### src/rtl/procb_state_ctrl.sv
// Saved-state controller for the per-thread process_bytes store: tracks which
// threads hold valid state, forwards same-cycle save/restore, and buffers one restored record.

module procb_valid_cell (
    input  logic CLK,
    input  logic RST,
    input  logic ack_hit,
    input  logic save_hit,
    input  logic clear_hit,
    output logic vld,
    output logic set_flip,
    output logic clr_flip
);
    logic vld_nxt;

    // A restore consumes the record even if it was saved in the same cycle.
    always_comb begin
        vld_nxt = vld;
        if (ack_hit)
            vld_nxt = 1'b0;
        else if (save_hit)
            vld_nxt = 1'b1;
        else if (clear_hit)
            vld_nxt = 1'b0;
    end

    assign set_flip = ~vld & vld_nxt;
    assign clr_flip = vld & ~vld_nxt;

    always_ff @(posedge CLK) begin
        if (RST)
            vld <= 1'b0;
        else
            vld <= vld_nxt;
    end
endmodule

module procb_state_ctrl #(
    parameter int N_THREADS     = 16,
    parameter int N_THREADS_MSB = 3,
    parameter int WIDTH         = 32
) (
    input  logic                     CLK,
    input  logic                     RST,
    input  logic                     save_en,
    input  logic [N_THREADS_MSB:0]   save_thread_num,
    input  logic [WIDTH-1:0]         save_din,
    input  logic                     clear_en,
    input  logic [N_THREADS_MSB:0]   clear_thread_num,
    input  logic                     restore_req,
    input  logic [N_THREADS_MSB:0]   restore_thread_num,
    output logic                     restore_ack,
    output logic                     restore_valid,
    input  logic                     restore_rdy,
    output logic [WIDTH-1:0]         restore_dout,
    output logic [N_THREADS_MSB:0]   restore_thread_out,
    output logic                     restore_has_state,
    output logic [N_THREADS_MSB+1:0] saved_cnt,
    output logic                     err_overwrite,
    output logic                     mem_wr_en,
    output logic [N_THREADS_MSB:0]   mem_wr_thread_num,
    output logic [WIDTH-1:0]         mem_din,
    output logic                     mem_rd_en,
    output logic [N_THREADS_MSB:0]   mem_rd_thread_num,
    input  logic [WIDTH-1:0]         mem_dout
);
    localparam int TW = N_THREADS_MSB + 1;
    localparam int CW = N_THREADS_MSB + 2;

    typedef struct packed {
        logic [TW-1:0] thread;
        logic          has_state;
        logic          fwd_sel;
    } rec_meta_t;

    logic [N_THREADS-1:0] valid;
    logic [N_THREADS-1:0] set_flip;
    logic [N_THREADS-1:0] clr_flip;
    logic                 same_thr;
    logic                 fwd_hit;
    logic                 ow_hit;
    rec_meta_t            meta_q;
    rec_meta_t            meta_nxt;
    logic [WIDTH-1:0]     fwd_reg;
    logic [CW-1:0]        inc_cnt;
    logic [CW-1:0]        dec_cnt;
    logic [CW-1:0]        cnt_nxt;

    assign mem_wr_en         = save_en;
    assign mem_wr_thread_num = save_thread_num;
    assign mem_din           = save_din;

    assign restore_ack       = restore_req & (~restore_valid | restore_rdy);
    assign mem_rd_en         = restore_ack;
    assign mem_rd_thread_num = restore_thread_num;

    assign same_thr = (save_thread_num == restore_thread_num);
    // The store reads before it writes, so a same-cycle save must bypass it.
    assign fwd_hit  = restore_ack & save_en & same_thr;
    assign ow_hit   = save_en & valid[save_thread_num] & ~(restore_ack & same_thr);

    genvar gi;
    generate
        for (gi = 0; gi < N_THREADS; gi++) begin : g_cell
            procb_valid_cell u_cell (
                .CLK      (CLK),
                .RST      (RST),
                .ack_hit  (restore_ack & (restore_thread_num == TW'(gi))),
                .save_hit (save_en & (save_thread_num == TW'(gi))),
                .clear_hit(clear_en & (clear_thread_num == TW'(gi))),
                .vld      (valid[gi]),
                .set_flip (set_flip[gi]),
                .clr_flip (clr_flip[gi])
            );
        end
    endgenerate

    always_comb begin
        inc_cnt = '0;
        dec_cnt = '0;
        for (int i = 0; i < N_THREADS; i++) begin
            inc_cnt = inc_cnt + CW'(set_flip[i]);
            dec_cnt = dec_cnt + CW'(clr_flip[i]);
        end
        cnt_nxt = saved_cnt + inc_cnt - dec_cnt;
    end

    always_comb begin
        meta_nxt           = meta_q;
        meta_nxt.thread    = restore_thread_num;
        meta_nxt.has_state = valid[restore_thread_num] | (save_en & same_thr);
        meta_nxt.fwd_sel   = fwd_hit;
    end

    always_ff @(posedge CLK) begin
        if (RST) begin
            restore_valid <= 1'b0;
            meta_q        <= '0;
            saved_cnt     <= '0;
            err_overwrite <= 1'b0;
        end else begin
            if (restore_ack) begin
                restore_valid <= 1'b1;
                meta_q        <= meta_nxt;
            end else if (restore_rdy) begin
                restore_valid <= 1'b0;
            end
            saved_cnt <= cnt_nxt;
            if (ow_hit)
                err_overwrite <= 1'b1;
        end
    end

    always_ff @(posedge CLK) begin
        if (fwd_hit)
            fwd_reg <= save_din;
    end

    assign restore_thread_out = meta_q.thread;
    assign restore_has_state  = meta_q.has_state;
    assign restore_dout       = meta_q.fwd_sel ? fwd_reg : mem_dout;
endmodule

### config.mk
export PLATFORM = sky130hd
export DESIGN_NAME = procb_state_ctrl
export DESIGN_NICKNAME = d
export VERILOG_FILES = /design/src/rtl/procb_state_ctrl.sv
export SDC_FILE = /design/constraint.sdc
export NUM_CORES = 1
export LEC_CHECK = 0
export ABC_AREA = 1
export CAP_MARGIN = 10
export CORE_MARGIN = 4
export CORE_UTILIZATION = 41
export DETAILED_ROUTE_END_ITERATION = 10
export PLACE_DENSITY = 0.9
export SKIP_CTS_REPAIR_TIMING = 1
export SYNTH_ARGS = -nofsm -noshare
export SYNTH_HDL_FRONTEND = slang
export SYNTH_SLANG_ARGS = --single-unit
### constraint.sdc
create_clock -name CLK -period 5.2 [get_ports CLK]
set_clock_uncertainty 0.05 [all_clocks]
set_input_delay 0.52 -clock CLK [delete_from_list [all_inputs] [get_ports CLK]]
set_output_delay 0.52 -clock CLK [all_outputs]
set_load 0.03 [all_outputs]
==> results of run 1 <==
-- tightest hold or removal path, stage by stage (launching register included) --
cell and delay, ps:
dfxtp_1 320, inv_1 50, a21oi_1 60
-- stage by stage --
step / worst slack, ps / setup TNS [ps] / util, %
finish: -13.9 / -13.9 / 66.8
global route: -230 / -571 / 66.8
CTS: -474 / -1340 / 63.5
detailed placement: -818 / -2940 / 61.8
global placement: -724 / -2500 / 61.8
floorplan: 15.6 / 0 / -
-- worst paths after layout --
| check | endpoint | startpoint | slack, ps | cells after the start |
|---|---|---|---|---|
| setup / recovery | saved_cnt[3] | restore_valid | -10 | 19 |
| hold / removal | err_overwrite | err_overwrite | 420 | 2 |
| setup reg to reg | saved_cnt[3] | restore_valid | -10 | 19 |
| hold reg to reg | err_overwrite | err_overwrite | 420 | 2 |
-- synthesized netlist by cell type (all sizes together) --
library cell,instances,area share (%)
a211oi,2,0.34
a21oi,7,1.1
and2,2,0.29
buf,53,8.8
clkbuf,4,0.34
dfxtp,29,13
edfxtp,32,22
fa,28,13
ha,9,2.6
inv,73,6.2
mux2,32,8.2
nand2,97,8.4
nand3,11,1.3
nand4,1,0.14
nor2,52,4.8
o21ai,61,7.0
o21bai,1,0.17
o31ai,1,0.48
or2,4,0.57
xnor2,4,0.80
xor2,3,0.60
-- cells by family (layout without fill, tap and decap cells) --
logic type / after synthesis / in the layout / share of synthesized area [%]
and+or+nand+nor: 167 / 167 / 15.5
buffers and inverters: 130 / 334 / 15.4
AOI/OAI and AO/OA: 72 / 72 / 9.09
DFF: 61 / 61 / 35.1
adders and majority gates: 37 / 37 / 15.3
muxes: 32 / 32 / 8.21
xor gates and xnor gates: 7 / 7 / 1.40
-- power by group through the flow --
stage / Combinational (mW) / Sequential (mW) / Clock, mW
floorplan: 0.747 / 0.598 / 0
global placement: 1.12 / 0.571 / 0
detailed placement: 1.18 / 0.572 / 0
CTS: 1.19 / 0.562 / 0.386
global route: 1.64 / 0.566 / 0.414
finish: 1.45 / 0.562 / 0.378
-- area by class of cell --
| type | instances | area (um^2) | share of cell area [%] |
|---|---|---|---|
| Clock inverter | 6 | 38.8 | 0.560 |
| Tap cell | 136 | 170 | 2.46 |
| Inverter | 73 | 274 | 3.96 |
| Clock buffer | 10 | 128 | 1.84 |
| Timing Repair Buffer | 245 | 2320 | 33.4 |
| Multi-Input combinational cell | 315 | 2460 | 35.5 |
| Sequential cell | 61 | 1550 | 22.3 |
-- layer usage --
| layer | up-vias | GRT usage [%] | routed length [um] | part of all wire [%] |
|---|---|---|---|---|
| met4 | 0 | 7.46 | 412 | 2.7 |
| met2 | 197 | 43.7 | 7950 | 52 |
| met5 | - | 0 | 0 | 0 |
| met3 | 27 | 6.25 | 1130 | 7.4 |
| met1 | 1942 | 28.1 | 5860 | 38 |
| li1 | 1961 | - | - | - |
==> qor.csv, run 1 <==
metric,value,unit
status,finished with violations,
failing checks,setup timing,
fin crit period,5210,ps
Slew Limit Headroom,27.3,%
Filler cells,805,
share of cells above drive strength 1,29.3,%
Fmax achieved,0.192,GHz
detailed router's first-iteration violation count,219,
Critical Path AT,5350,ps
clock share of power,15.8,%
critical path class,reg -> reg,
RSZ-0062 raised after global routing,yes,
clock buffer depth,2,
synthesized cell area,4390,um^2
dpl cells,820,
CP Buf/Inv Count,5,
post-synth cell types,30,
max reg flops,32,
design area,6930,um^2
IO Pins,169,
initial antenna violation count,0,
Power Internal,1.42,mW
max-capacitance violation count,0,
Yosys reg bits,61,
sequential group share of total power,23.5,%
DR WL/cell,18.1,um
drt pass-1 iters,5,
n_diodes,0,
worst-skew pair later-pin latency,340,ps
Mapped Cells,506,
sequential fraction of the synthesis area,35.1,%
die area,12400,um^2
first-pass GRT wire length,23.3,mm
"CP delay by family, top",adder cells,
Worst Hold Class,reg -> reg,
# nets final,824,
CP cell instances,a21oi_4 > buf_12 > nand3_4 > buf_4 > o21ai_4 > and2_4 > fa_1 > fa_2 > inv_1 > fa_2 > fa_2 > fa_1 > inv_1 > fa_1 > inv_2 > ha_4 > fa_2 > xnor2_2 > nor2_1,
Worst Tran Pin Value,1090,ps
CP required,5330,ps
"most common cell after layout, fill and taps aside",clkdlybuf4s50_1,
CTS tree,built,
Routed WL,15.4,mm
Hold Slack,422,ps
Port Buf Inserts,168,
Vias,4127,
Fin. Hold Viols,0,
syn_nets,625,
DRT antenna net count,0,
Pwr Density,345,nW/um^2
most frequent cells in the layout,"clkdlybuf4s50_1 (152), nand2_1 (87), buf_4 (71)",
Crit. End Element,flop,
H-Tree Depth,3,
Critical Path Start Type,flop,
crit-path max cell delay,530,ps
Layout area overhead,57.8,%
Synthesis Warnings,0,
core region area,10400,um^2
Worst path slowest cell,fa_2,
Post-route DRC,0,
Logic pwr share,60.7,%
CTS sink count,61,
Vias per Instance,4.88,
max-slew violations,0,
Area after DPL,6410,um^2
peak supply drop,509,uV
worst setup margin,-13.9,ps
Worst Path Max Fanout,5,
largest net degree at the start of global routing,33,
Die Height,111,um
NetSw,0.971,mW
Tot Pwr,2.39,mW
post-route insts no fill,846,
CTS Root Cell,clkbuf_8,
part of the cycle the worst path needs,100,%
clk slew on worst S/H paths,80,ps
Initial Util,42.3,%
vias in the first global route,4293,
CTS buffer count,9,
DP Wirelength,12.6,mm
Mapped Avg Cell Area,8.67,um^2
leakage power,3.04,nW
num rows,37,
# setup viols final,1,
routability-driven placement congestion ratio,0.918,
gr usage total,24.2,%
Switching Fraction,40.6,%
grt ovf,0,
Die W,111,um
Most Frequent Cell on Critical Path,fa_2,
No activity file was read; power rests on OpenSTA's default activity.
==> inputs of run 2 (changes only) <==
SKIP_LAST_GASP = 1   (was not set)
==> results of run 2 <==
Same layout as run 1: the final DEF is identical, and so are final timing and power.
